==> config.mk <==
export PLATFORM = sky130hd
export DESIGN_NAME = onectr_sequencer
export DESIGN_NICKNAME = d
export VERILOG_FILES = /design/src/rtl/onectr_seq_pkg.sv /design/src/rtl/onectr_seq_decode.sv /design/src/rtl/onectr_sequencer.sv
export SDC_FILE = /design/constraint.sdc
export NUM_CORES = 1
export LEC_CHECK = 0
export ABC_AREA = 1
export CORE_UTILIZATION = 31
export DETAILED_ROUTE_END_ITERATION = 16
export GPL_ROUTABILITY_DRIVEN = 0
export GPL_TIMING_DRIVEN = 0
export PLACE_DENSITY = 0.87
export SLEW_MARGIN = 20
export SYNTH_ARGS = -nofsm -noshare
export SYNTH_HDL_FRONTEND = slang
export SYNTH_SLANG_ARGS = --single-unit
==> constraint.sdc <==
create_clock -name clk -period 3.39 [get_ports clk]
set_input_delay 0.5085 -clock clk [delete_from_list [all_inputs] [get_ports clk]]
set_output_delay 0.5085 -clock clk [all_outputs]
set_load 0.01 [all_outputs]
==> src/rtl/onectr_seq_pkg.sv <==
// ----------------------------------------------------------------------------
// onectr_seq_pkg
// Shared types and constants for the onectr program sequencer:
//   - state_e   : sequencer FSM states
//   - instr_t   : 32-bit microinstruction layout
//   - dp_ctrl_t : bundle of datapath control fields driven by the sequencer
//   - NOP_CTRL  : hold pattern (JP to the current PC, no register write)
// The optional watchdog is enabled by the macro ONECTR_SEQ_WATCHDOG_EN.
// ----------------------------------------------------------------------------
package onectr_seq_pkg;

    localparam int INSTR_W = 32;

    // Instruction field bit positions.
    localparam int HALT_BIT = 31;
    localparam int JF_BIT   = 30;
    localparam int JP_BIT   = 29;
    localparam int OP_MSB   = 28;
    localparam int OP_LSB   = 26;
    localparam int WEN_BIT  = 25;
    localparam int WA_MSB   = 24;
    localparam int WA_LSB   = 21;
    localparam int RAA_MSB  = 20;
    localparam int RAA_LSB  = 17;
    localparam int RAB_MSB  = 16;
    localparam int RAB_LSB  = 13;
    localparam int SEL_MSB  = 12;
    localparam int SEL_LSB  = 9;
    localparam int RSVD_BIT = 8;
    localparam int IMM_MSB  = 7;
    localparam int IMM_LSB  = 0;

    typedef enum logic [2:0] {
        ST_IDLE  = 3'd0,
        ST_INIT  = 3'd1,
        ST_FETCH = 3'd2,
        ST_EXEC  = 3'd3,
        ST_DONE  = 3'd4
    } state_e;

    // Member order matches the bit positions above, MSB first.
    typedef struct packed {
        logic       halt;
        logic       jf;
        logic       jp;
        logic [2:0] op;
        logic       wen;
        logic [3:0] wa;
        logic [3:0] raa;
        logic [3:0] rab;
        logic [3:0] sel;
        logic       rsvd;
        logic [7:0] imm;
    } instr_t;

    // Datapath control bundle; the jump target is the low PC bits of ctrl.
    typedef struct packed {
        logic [7:0] ctrl;
        logic [3:0] sel;
        logic       wen;
        logic [3:0] wa;
        logic [3:0] raa;
        logic [3:0] rab;
        logic [2:0] op;
        logic       jp;
        logic       jf;
    } dp_ctrl_t;

    // NOP field constants: no write, unconditional jump (target supplied
    // separately as the current PC), so the datapath holds its state.
    localparam logic NOP_WEN = 1'b0;
    localparam logic NOP_JP  = 1'b1;
    localparam logic NOP_JF  = 1'b0;

    localparam dp_ctrl_t NOP_CTRL = '{
        ctrl: 8'h00,
        sel:  4'h0,
        wen:  NOP_WEN,
        wa:   4'h0,
        raa:  4'h0,
        rab:  4'h0,
        op:   3'h0,
        jp:   NOP_JP,
        jf:   NOP_JF
    };

endpackage : onectr_seq_pkg

==> src/rtl/onectr_seq_decode.sv <==
// ----------------------------------------------------------------------------
// onectr_seq_decode
// Purely combinational instruction decoder.
// Ports:
//   instr_i : raw 32-bit microinstruction from program memory
//   ctrl_o  : datapath control fields (Ctrl = IMM)
//   halt_o  : HALT flag, ends the run in the sequencer
// Bit 8 of the instruction is reserved and deliberately ignored.
// ----------------------------------------------------------------------------
module onectr_seq_decode
    import onectr_seq_pkg::*;
(
    input  logic [INSTR_W-1:0] instr_i,
    output dp_ctrl_t           ctrl_o,
    output logic               halt_o
);

    instr_t instr;
    logic   unused_rsvd;

    assign instr       = instr_t'(instr_i);
    assign unused_rsvd = instr.rsvd;

    always_comb begin
        ctrl_o.ctrl = instr.imm;
        ctrl_o.sel  = instr.sel;
        ctrl_o.wen  = instr.wen;
        ctrl_o.wa   = instr.wa;
        ctrl_o.raa  = instr.raa;
        ctrl_o.rab  = instr.rab;
        ctrl_o.op   = instr.op;
        // JP and JF are forwarded as-is; the datapath resolves the case
        // where both are set.
        ctrl_o.jp   = instr.jp;
        ctrl_o.jf   = instr.jf;
        halt_o      = instr.halt;
    end

endmodule : onectr_seq_decode

==> src/rtl/onectr_sequencer.sv <==
// ----------------------------------------------------------------------------
// onectr_sequencer
// Program controller for the onectr_nomem ones-counter datapath. Fetches
// microinstructions from a synchronous program memory at the datapath PC,
// drives the decoded control fields, and returns a result to the host through
// a valid/ready handshake.
//
// Ports:
//   clk, rst          : clock, asynchronous active-high reset
//   start_i           : run request (sampled in IDLE only)
//   busy_o            : high in INIT/FETCH/EXEC
//   res_valid_o/ready : result handshake; res_data_o, res_err_o stable in DONE
//   imem_rd_o/addr_o  : program memory read strobe / address (= dp_pc_i)
//   imem_data_i       : instruction, valid the cycle after imem_rd_o
//   dp_pc_i, dp_out_i : datapath PC and OutPort
//   Ctrl_o .. JumpAddress_o : datapath control fields
//
// Optional feature: define ONECTR_SEQ_WATCHDOG_EN to abort runs after
// MAX_CYCLES executed (non-HALT) instructions with res_err_o=1.
// ----------------------------------------------------------------------------
module onectr_sequencer
    import onectr_seq_pkg::*;
#(
    parameter int INPUTSIZE  = 64,
    parameter int PCSIZE     = 8,
    parameter int MAX_CYCLES = 1024,
    localparam int OUTW      = $clog2(INPUTSIZE + 1)
) (
    input  logic               clk,
    input  logic               rst,
    input  logic               start_i,
    output logic               busy_o,
    output logic               res_valid_o,
    input  logic               res_ready_i,
    output logic [OUTW-1:0]    res_data_o,
    output logic               res_err_o,
    output logic               imem_rd_o,
    output logic [PCSIZE-1:0]  imem_addr_o,
    input  logic [INSTR_W-1:0] imem_data_i,
    input  logic [PCSIZE-1:0]  dp_pc_i,
    input  logic [OUTW-1:0]    dp_out_i,
    output logic [7:0]         Ctrl_o,
    output logic [3:0]         Sel_o,
    output logic               Wen_o,
    output logic [3:0]         WA_o,
    output logic [3:0]         RAA_o,
    output logic [3:0]         RAB_o,
    output logic [2:0]         Op_o,
    output logic               JP_o,
    output logic               JF_o,
    output logic [PCSIZE-1:0]  JumpAddress_o
);

    state_e          state_q, state_d;
    logic [OUTW-1:0] res_data_q, res_data_d;

    dp_ctrl_t        dec_ctrl;
    logic            dec_halt;
    dp_ctrl_t        dp_ctrl;

    onectr_seq_decode u_decode (
        .instr_i (imem_data_i),
        .ctrl_o  (dec_ctrl),
        .halt_o  (dec_halt)
    );

    logic exec_step;   // EXEC of a non-HALT instruction
    logic wd_abort;

    assign exec_step = (state_q == ST_EXEC) && !dec_halt;

`ifdef ONECTR_SEQ_WATCHDOG_EN
    localparam int WD_W = $clog2(MAX_CYCLES + 1);

    logic [WD_W-1:0] wd_cnt_q, wd_cnt_d;
    logic            res_err_q, res_err_d;

    // The abort fires in the EXEC whose increment would bring the counter to
    // MAX_CYCLES, so exactly MAX_CYCLES EXECs happen before DONE.
    assign wd_abort = exec_step && (wd_cnt_q == WD_W'(MAX_CYCLES - 1));

    always_comb begin
        wd_cnt_d = wd_cnt_q;
        if (state_q == ST_INIT) begin
            wd_cnt_d = '0;
        end else if (exec_step) begin
            wd_cnt_d = wd_cnt_q + 1'b1;
        end
    end

    always_ff @(posedge clk or posedge rst) begin
        if (rst) begin
            wd_cnt_q  <= '0;
            res_err_q <= 1'b0;
        end else begin
            wd_cnt_q  <= wd_cnt_d;
            res_err_q <= res_err_d;
        end
    end

    assign res_err_o = res_err_q;
`else
    assign wd_abort  = 1'b0;
    assign res_err_o = 1'b0;
`endif

    // ------------------------------------------------------------------
    // Next-state, result capture and datapath control
    // ------------------------------------------------------------------
    always_comb begin
        // NOTE: every signal written here gets a default first so no path
        // leaves it unassigned, which would otherwise infer a latch.
        state_d       = state_q;
        res_data_d    = res_data_q;
`ifdef ONECTR_SEQ_WATCHDOG_EN
        res_err_d     = res_err_q;
`endif
        dp_ctrl       = NOP_CTRL;
        JumpAddress_o = dp_pc_i;
        imem_rd_o     = 1'b0;

        unique case (state_q)
            ST_IDLE: begin
                if (start_i) state_d = ST_INIT;
            end
            ST_INIT: begin
                JumpAddress_o = '0;
                state_d       = ST_FETCH;
            end
            ST_FETCH: begin
                imem_rd_o = 1'b1;
                state_d   = ST_EXEC;
            end
            ST_EXEC: begin
                if (dec_halt) begin
                    res_data_d = dp_out_i;
`ifdef ONECTR_SEQ_WATCHDOG_EN
                    res_err_d  = 1'b0;
`endif
                    state_d    = ST_DONE;
                end else if (wd_abort) begin
                    res_data_d = '0;
`ifdef ONECTR_SEQ_WATCHDOG_EN
                    res_err_d  = 1'b1;
`endif
                    state_d    = ST_DONE;
                end else begin
                    dp_ctrl       = dec_ctrl;
                    JumpAddress_o = dec_ctrl.ctrl[PCSIZE-1:0];
                    state_d       = ST_FETCH;
                end
            end
            ST_DONE: begin
                if (res_ready_i) state_d = ST_IDLE;
            end
            default: begin
                state_d = ST_IDLE;
            end
        endcase
    end

    always_ff @(posedge clk or posedge rst) begin
        // NOTE: the result register has a reset value because res_data_o is
        // visible to the host straight out of reset.
        if (rst) begin
            state_q    <= ST_IDLE;
            res_data_q <= '0;
        end else begin
            // NOTE: non-blocking assignments so every flop samples the
            // pre-edge values regardless of statement order.
            state_q    <= state_d;
            res_data_q <= res_data_d;
        end
    end

    // ------------------------------------------------------------------
    // Outputs
    // ------------------------------------------------------------------
    assign busy_o      = (state_q == ST_INIT) || (state_q == ST_FETCH) ||
                         (state_q == ST_EXEC);
    assign res_valid_o = (state_q == ST_DONE);
    assign res_data_o  = res_data_q;
    assign imem_addr_o = dp_pc_i;

    assign Ctrl_o = dp_ctrl.ctrl;
    assign Sel_o  = dp_ctrl.sel;
    assign Wen_o  = dp_ctrl.wen;
    assign WA_o   = dp_ctrl.wa;
    assign RAA_o  = dp_ctrl.raa;
    assign RAB_o  = dp_ctrl.rab;
    assign Op_o   = dp_ctrl.op;
    assign JP_o   = dp_ctrl.jp;
    assign JF_o   = dp_ctrl.jf;

endmodule : onectr_sequencer
== Yosys cells after proc, flatten, opt, wreduce, memory -nomap -nowiden ==
Cells that the tools add are included.

* Bits in registers: 10
* Input port bits: 51
* Output and inout bits: 57
* Logic and storage cells: 22

* Equality and inequality tests: 6
* Multiplexer cells: 9
* Reduce and logical (&&, ||, !) cells: 5

{| class="wikitable"
|+ Operators with widths
! kind !! count
|-
| $mux 30 || 2
|-
| $pmux 8 s2 || 1
|-
| $pmux 3 s5 || 1
|-
| $mux 3 || 3
|-
| $mux 8 || 1
|-
| $eq 3x2->1 const B || 2
|-
| $reduce_and 2->1 || 2
|-
| $eq 3x1->1 const B || 1
|-
| $eq 3x3->1 const B || 1
|-
| $logic_not 3->1 || 1
|-
| $logic_or 1x1->1 || 2
|-
| $ne 2x1->1 const B || 1
|-
| $ne 2x2->1 const B || 1
|-
| $mux 1 || 1
|}

== Logic depth before layout (Yosys ltp) ==
Gate-level depths: netlist of the first run.

* Word-level depth: 3
* Depth in mapped cells: 6

== Hierarchy ==
From an unflattened synthesis of the first run, not the netlist that was laid out.

* Cell total of the unflattened synthesis: 198
* Area, all modules: 1243.7 sq um

{| class="wikitable"
|+ By module, submodules not included
! module !! instances !! cells an instance !! area an instance (sq um) !! sequential area each (sq um)
|-
| onectr_sequencer || 1 || 167 || 1011.0 || 250.2
|-
| onectr_seq_decode || 1 || 31 || 232.7 || 0.0
|}

== Worst setup path after synthesis of the first run ==
OpenSTA, ideal clock, no wires.

* Path kind: input -> output
* Start point: input port imem_data_i[31]
* End point: output port Ctrl_o[0]
* Data arrival time: 1.175 ns
* Data required time: 2.882 ns
* Slack: 1.707 ns
* Stages on the path: 6
* Cells stage by stage: buf_2 > inv_1 > nand2_2 > buf_6 > buf_8 > nor2_4

* Longest elaborated chain between the ends: 2

{| class="wikitable"
|+ Ends and longest elaborated chain
! element !! RTL line !! source
|-
| start: declaration || onectr_sequencer.sv:39 || <nowiki>input logic [INSTR_W-1:0] imem_data_i,</nowiki>
|-
| $mux 30 || onectr_sequencer.sv:135 || <nowiki>if (dec_halt) begin</nowiki>
|-
| $mux 30 || onectr_sequencer.sv:122 || <nowiki>unique case (state_q)</nowiki>
|-
| end: declaration || onectr_sequencer.sv:42 || <nowiki>output logic [7:0] Ctrl_o,</nowiki>
|}

No other way between the ends.

== Final worst setup path of the first run ==
* Start point: register state_q[0]
* End point: output port Sel_o[2]

* Longest elaborated chain between the ends: 2

{| class="wikitable"
|+ Ends and longest elaborated chain
! element !! RTL line !! source
|-
| start: declaration || onectr_sequencer.sv:54 || <nowiki>state_e state_q, state_d;</nowiki>
|-
| start signal: assignment || onectr_sequencer.sv:171 || <nowiki>state_q <= state_d;</nowiki>
|-
| $eq 3x2->1 || onectr_sequencer.sv:122 ||
|-
| $mux 30 || onectr_sequencer.sv:122 ||
|-
| end: declaration || onectr_sequencer.sv:43 || <nowiki>output logic [3:0] Sel_o,</nowiki>
|}

No other way between the ends.

==> results of run 1 <==
==> metrics by stage <==
stage	total power (µW)	utilization, %	instances	setup WS [ps]	cell area [µm²]
floorplan	570.7	-	165	1707	1006
global placement	977.8	68.29	313	1063	2102
detailed placement	990.2	68.29	313	1022	2102
CTS	1073	69.02	316	837.9	2125
global route	1135	69.02	316	689.1	2125
finish	1061	69.02	316	862.9	2125
==> cell type report <==
class | count | area [µm²] | share of cell area, %
Inverter | 33 | 123.9 | 5.830
Clock buffer | 3 | 22.52 | 1.060
Buffer | 16 | 115.1 | 5.418
Tap cell | 44 | 55.05 | 2.591
Multi-Input combinational cell | 106 | 516.7 | 24.32
Timing Repair Buffer | 104 | 1041 | 49.00
Sequential cell | 10 | 250.2 | 11.78
==> worst max-delay path, delay by kind of cell (launching register included) <==
family        cells  cell delay (ps)
buf+inv           3              850
flops             1              440
simple gates      4              460
==> per-layer routing <==
layer / wire (µm) / vias up / GRT usage (%) / share of wire, %
li1: - / 683 / - / -
met1: 1273 / 564 / 19.95 / 39
met2: 1767 / 55 / 35.55 / 54
met3: 239 / 2 / 1.758 / 7.2
met4: 17 / 0 / 5.102 / 0.52
met5: 0 / - / 0 / 0
==> placed cells by master (no fill, tap or decap) <==
| cell type | synthesis | layout |
|---|---|---|
| nor3b_1 | 1 | 1 |
| o21ai_0 | 9 | 9 |
| nand2_1 | 49 | 49 |
| buf_8 | 1 | 1 |
| nand2_2 | 2 | 2 |
| clkbuf_4 | 0 | 3 |
| conb_1 | 1 | 1 |
| o21a_1 | 1 | 1 |
| buf_2 | 2 | 2 |
| buf_6 | 1 | 1 |
| nor2_1 | 23 | 23 |
| nor2_4 | 11 | 11 |
| buf_4 | 9 | 9 |
| inv_1 | 33 | 33 |
| clkbuf_1 | 3 | 3 |
| dfrtp_1 | 10 | 10 |
| clkdlybuf4s50_1 | 0 | 104 |
| nor3_1 | 1 | 1 |
| nand4_1 | 1 | 1 |
| nand3_1 | 7 | 7 |
==> power groups by stage <==
stage	registers [µW]	clock network, µW	logic [µW]
floorplan	234	0	337
global placement	220	0	758
detailed placement	220	0	771
CTS	218	80.5	775
global route	226	88.5	820
finish	219	78.4	764
==> sequential cells by signal (all words and copies together), names as in the netlist <==
signal and flops:
res_data_o 7, state_q 3
==> final timing paths <==
check	slack [ps]	to	cells past startpoint
max in group asynchronous	2620	res_data_o[4]	2
min in group asynchronous	510	res_data_o[3]	2
min reg2reg	470	res_data_o[3]	2
max reg2reg	2150	res_data_o[4]	5
min	470	res_data_o[3]	2
max	860	Sel_o[2]	7
==> logic make-up (layout without fill, tap and decap cells) <==
logic type / Yosys count / in the layout
compound gates: 10 / 10
buf+inv: 49 / 156
flops: 10 / 10
other cells: 1 / 1
simple gates: 95 / 95
==> impl_metrics.json, run 1 <==
{
  "arrival_ps": 2020,
  "grt_pass1_wl_um": 4774,
  "area_delta_synth_final_pct": 111.2,
  "synth_xor_area_share_pct": 0,
  "synthMuxAreaShare_pct": 0,
  "seqPwrFrac_pct": 20.7,
  "synth-simple-area-share_pct": 45.77,
  "cpPeakStageDelay_ps": 540,
  "synth_compound_area_share_pct": 5.224,
  "p_comb_share_pct": 72.0,
  "synth_top_area_share_pct": 24.88,
  "cts_tree": "built",
  "crit_fanout": 10,
  "ctsResizeCount": 0,
  "cts.htree.levels": 1,
  "drtAntennaViolNets": 0,
  "drv_cap": 0,
  "antenna_found_initial": 0,
  "dpl.hpwl_um": 2667,
  "path_class": "reg2out",
  "clock.fmax_mhz": 395.7,
  "setup_viol": 0,
  "finClkSkew_ps": 4.004,
  "fp.dieH_um": 58.97,
  "numPortBuffers": 104,
  "diodes": 0,
  "p_int_uw": 626.9,
  "synth_cell_types": 18,
  "dr_total_vias": 1304,
  "via_per_inst": 4.127,
  "track_usage_pct": 17.96,
  "syn-num-nets": 216,
  "fill_cells": 278,
  "synth_common_cells": "49 x nand2_1, 33 x inv_1, 23 x nor2_1",
  "synth_area_leader_cell": "dfrtp_1",
  "dieArea_um2": 3477,
  "synth_edf_count": 0,
  "finalNetCount": 325,
  "period_share_pct": 74.55,
  "swShare_pct": 40.92,
  "drive_gt1_share_pct": 10.66,
  "min_period_ps": 2527,
  "initial_utilization_pct": 32.68,
  "rsz0062_at_grt": "false",
  "syn_area_per_cell_um2": 6.097,
  "clk_latency_ps": 260,
  "ctsLongestPathBuffers": 2,
  "synth_seq_cells": 10,
  "crit_required_ps": 2880,
  "cp_slowest_cell": "clkdlybuf4s50_1",
  "cts.clk_slew.worst_paths_ps": 60,
  "drt_wl_total_um": 3298,
  "ir_drop_uv": 355.9,
  "cts_sinks": 10,
  "cts_root_buffer": "clkbuf_4",
  "rows": 20,
  "cts_setup_buffers": 0,
  "r2r_start": "state_q[0]",
  "yosysMostFrequentCell": "nand2_1",
  "dr.pass1.iters": 4,
  "core-area_um2": 3078,
  "drt-initial-drc-count": 23,
  "cts_buffers": 3,
  "globalRouteOverflowTotal": 0,
  "synth-seq-area-share_pct": 24.88,
  "die_x_um": 58.97,
  "fin_tns_setup_ps": 0,
  "ys.flop_type": "dfrtp_1",
  "syn_area_um2": 1006,
  "syn_inst": 165,
  "path_cells": "nand2_2, nor2_4, nand2_2, buf_6, buf_8, nor2_4, clkdlybuf4s50_1",
  "power-per-cell-area_nw_per_um2": 499.4,
  "hp-start": "res_data_o[3]",
  "yosysWarningCount": 0,
  "pwr-share-clk_pct": 7.4,
  "top_level_ports": 108,
  "grt_max_degree": 11,
  "ys_async_sr_fraction_pct": 100.0,
  "crit_path_start_kind": "flop",
  "synth_top_family_by_area": "simple AND/OR/NAND/NOR gates",
  "holdWs_ps": 468.2,
  "leakage_uw": 0.001026,
  "synthAdderAreaFrac_pct": 0,
  "hold_buffers": 0,
  "wire_per_inst_um": 10.44,
  "slew_viol_final": 0,
  "power.switching_uw": 434.1,
  "finalHoldViolations": 0,
  "crit_path_end_kind": "primary output",
  "grt_pass1_vias": 1105,
  "outcome": "finished clean",
  "crit_start": "state_q[0]",
  "netlist_top_cells_area": "dfrtp_1 25%, nand2_1 18%, inv_1 12%",
  "drc_errors": 0,
  "hp-class": "reg2reg"
}
Note: power is estimated with default switching activity, not from simulation.
==> run 2, diff against run 1 <==
--- a/config.mk
+++ b/config.mk
@@ -6,11 +6,11 @@
 export NUM_CORES = 1
 export LEC_CHECK = 0
 export ABC_AREA = 1
-export CORE_UTILIZATION = 31
+export CORE_UTILIZATION = 28
 export DETAILED_ROUTE_END_ITERATION = 16
 export GPL_ROUTABILITY_DRIVEN = 0
 export GPL_TIMING_DRIVEN = 0
-export PLACE_DENSITY = 0.87
+export PLACE_DENSITY = 0.8
 export SLEW_MARGIN = 20
 export SYNTH_ARGS = -nofsm -noshare
 export SYNTH_HDL_FRONTEND = slang
==> constraint.sdc (replaced) <==
create_clock -name clk -period 2.4 [get_ports clk]
set_input_delay 0.36 -clock clk [delete_from_list [all_inputs] [get_ports clk]]
set_output_delay 0.36 -clock clk [all_outputs]
set_load 0.01 [all_outputs]
==> run 2 against run 1 <==
Against the previous run: global-route usage shrank 2.5 points; clock skew shrank 1.2 ps; critical path depth is the same; die area grew 10%; register-to-register slack lost 910 ps; utilization shrank 5.6 points; hold slack lost 87 ps; power grew 46%; combinational power grew 43%; critical endpoint is now Ctrl_o[4]; largest power group unchanged.
==> impl_metrics.json, run 2 (synthesis results as in run 1) <==
{
  "outcome": "finished clean",
  "crit_family": "buffers and inverters",
  "arrival_ps": 1920,
  "dr_total_vias": 1280,
  "hp-class": "in2async",
  "crit_required_ps": 2040,
  "drtAntennaViolNets": 0,
  "drv_cap": 0,
  "largest_register_ffs": 7,
  "setup_viol": 0,
  "finalHoldViolations": 0,
  "track_usage_pct": 15.42,
  "path_class": "reg2out",
  "clk_latency_ps": 260,
  "drt_wl_total_um": 3152,
  "final_common_cell": "clkdlybuf4s50_1",
  "slew_viol_final": 0,
  "cpPeakStageDelay_ps": 540,
  "dr.pass1.iters": 4,
  "final_area_um2": 2148,
  "crit_fanout": 10,
  "clock.fmax_mhz": 439.1,
  "antenna_found_initial": 0,
  "dpl.hpwl_um": 2548,
  "placed_area_um2": 2105,
  "initial_utilization_pct": 29.68,
  "rows": 21,
  "wire_per_inst_um": 9.850,
  "cts_sinks": 10,
  "dieArea_um2": 3837,
  "grt_pass1_wl_um": 4450,
  "crit_start": "state_q[0]",
  "diodes": 0,
  "cts_buffers": 3,
  "via_per_inst": 4.000,
  "drt-initial-drc-count": 72,
  "drive_gt1_share_pct": 11.31,
  "globalRouteOverflowTotal": 0,
  "ctsLongestPathBuffers": 2,
  "min_period_ps": 2277,
  "crit_path_start_kind": "flop",
  "path_buf_inv": 3,
  "cts.clk_slew.worst_paths_ps": 70,
  "finalNetCount": 326,
  "cts.htree.levels": 1,
  "fp.dieH_um": 61.94,
  "numPortBuffers": 104,
  "crit_path_end_kind": "primary output",
  "grt_max_degree": 11,
  "cp_slowest_cell": "clkdlybuf4s50_1",
  "r2r_start": "state_q[2]",
  "path_cells": "nand2_2, nor2_4, nand2_2, buf_6, buf_8, nor2_4, clkdlybuf4s50_1",
  "period_share_pct": 94.89,
  "ir_drop_uv": 507.3,
  "power-per-cell-area_nw_per_um2": 720.9,
  "die_x_um": 61.94,
  "cts_tree": "built",
  "area_delta_synth_final_pct": 113.6,
  "holdWs_ps": 380.7,
  "core-area_um2": 3390,
  "leakage_uw": 0.001038,
  "layout_common_cells": "104 x clkdlybuf4s50_1, 49 x nand2_1, 33 x inv_1",
  "top_level_ports": 108,
  "drc_errors": 0,
  "rsz0062_at_grt": "false",
  "fin_tns_setup_ps": 0,
  "finClkSkew_ps": 2.809,
  "grt_pass1_vias": 1060,
  "hold_buffers": 0,
  "cts_root_buffer": "clkbuf_4"
}
## run 2: changes by cell type in the layout (fill, tap and decap cells not counted), sizes merged
cell    before  now
buf         13   14
clkbuf       6    7
## run 2: per-stage QoR
stage	power, µW	util [%]	cells	setup slack [ps]
6_report	1549	63.38	320	122.5
5_1_grt	1678	63.38	320	3.022
4_1_cts	1558	63.16	319	2.935
3_5_place_dp	1398	62.09	315	300.5
3_3_place_gp	1386	62.09	315	308.7
2_1_floorplan	806.1	-	165	941.8
## run 2: repair_timing
item / 4_1_cts / 5_1_grt
setup endpoints to repair: 0 / 28
resized for setup: 0 / 0
buffers inserted: 0 / 1
## run 2: final cells by class
class                      count  area (µm²)
fill                         306        1241
multi-input combinational    106       516.7
tap                           46       57.56
buffer                        16       115.1
inverter                      33       123.9
clock buffer                   4       36.28
timing repair buffer         105        1049
sequential                    10       250.2
## run 2: report_power, final
| part | internal [µW] | leakage, µW | switching [µW] |
|---|---|---|---|
| clock network | 92.0 | 0.0000210 | 56.1 |
| logic | 595 | 0.000892 | 496 |
| registers | 245 | 0.000125 | 63.8 |
## run 2: final timing paths
check,to,slack (ps),cells past startpoint
min in group clk,res_data_o[6],470,2
worst min-delay path,res_data_o[0],380,2
worst min register to register,res_data_o[6],470,2
worst max register to register,res_data_o[5],1240,4
max in group asynchronous,res_data_o[4],1750,2
worst max-delay path,Ctrl_o[4],120,7
## run 2: worst register-to-register path, delay by kind of cell, from the launching register on
family,cells,cell delay (ps)
buffers and inverters,1,100
flip-flops,1,460
AND/OR/NAND/NOR,3,500
## run 2: metal layers
metal | share of wire [%] | track usage, % | vias up
met1 | 43 | 20.03 | 537
li1 | - | - | 687
met4 | 0.60 | 4.762 | 0
met5 | 0 | 0 | -
met2 | 49 | 26.75 | 54
met3 | 7.5 | 1.656 | 2
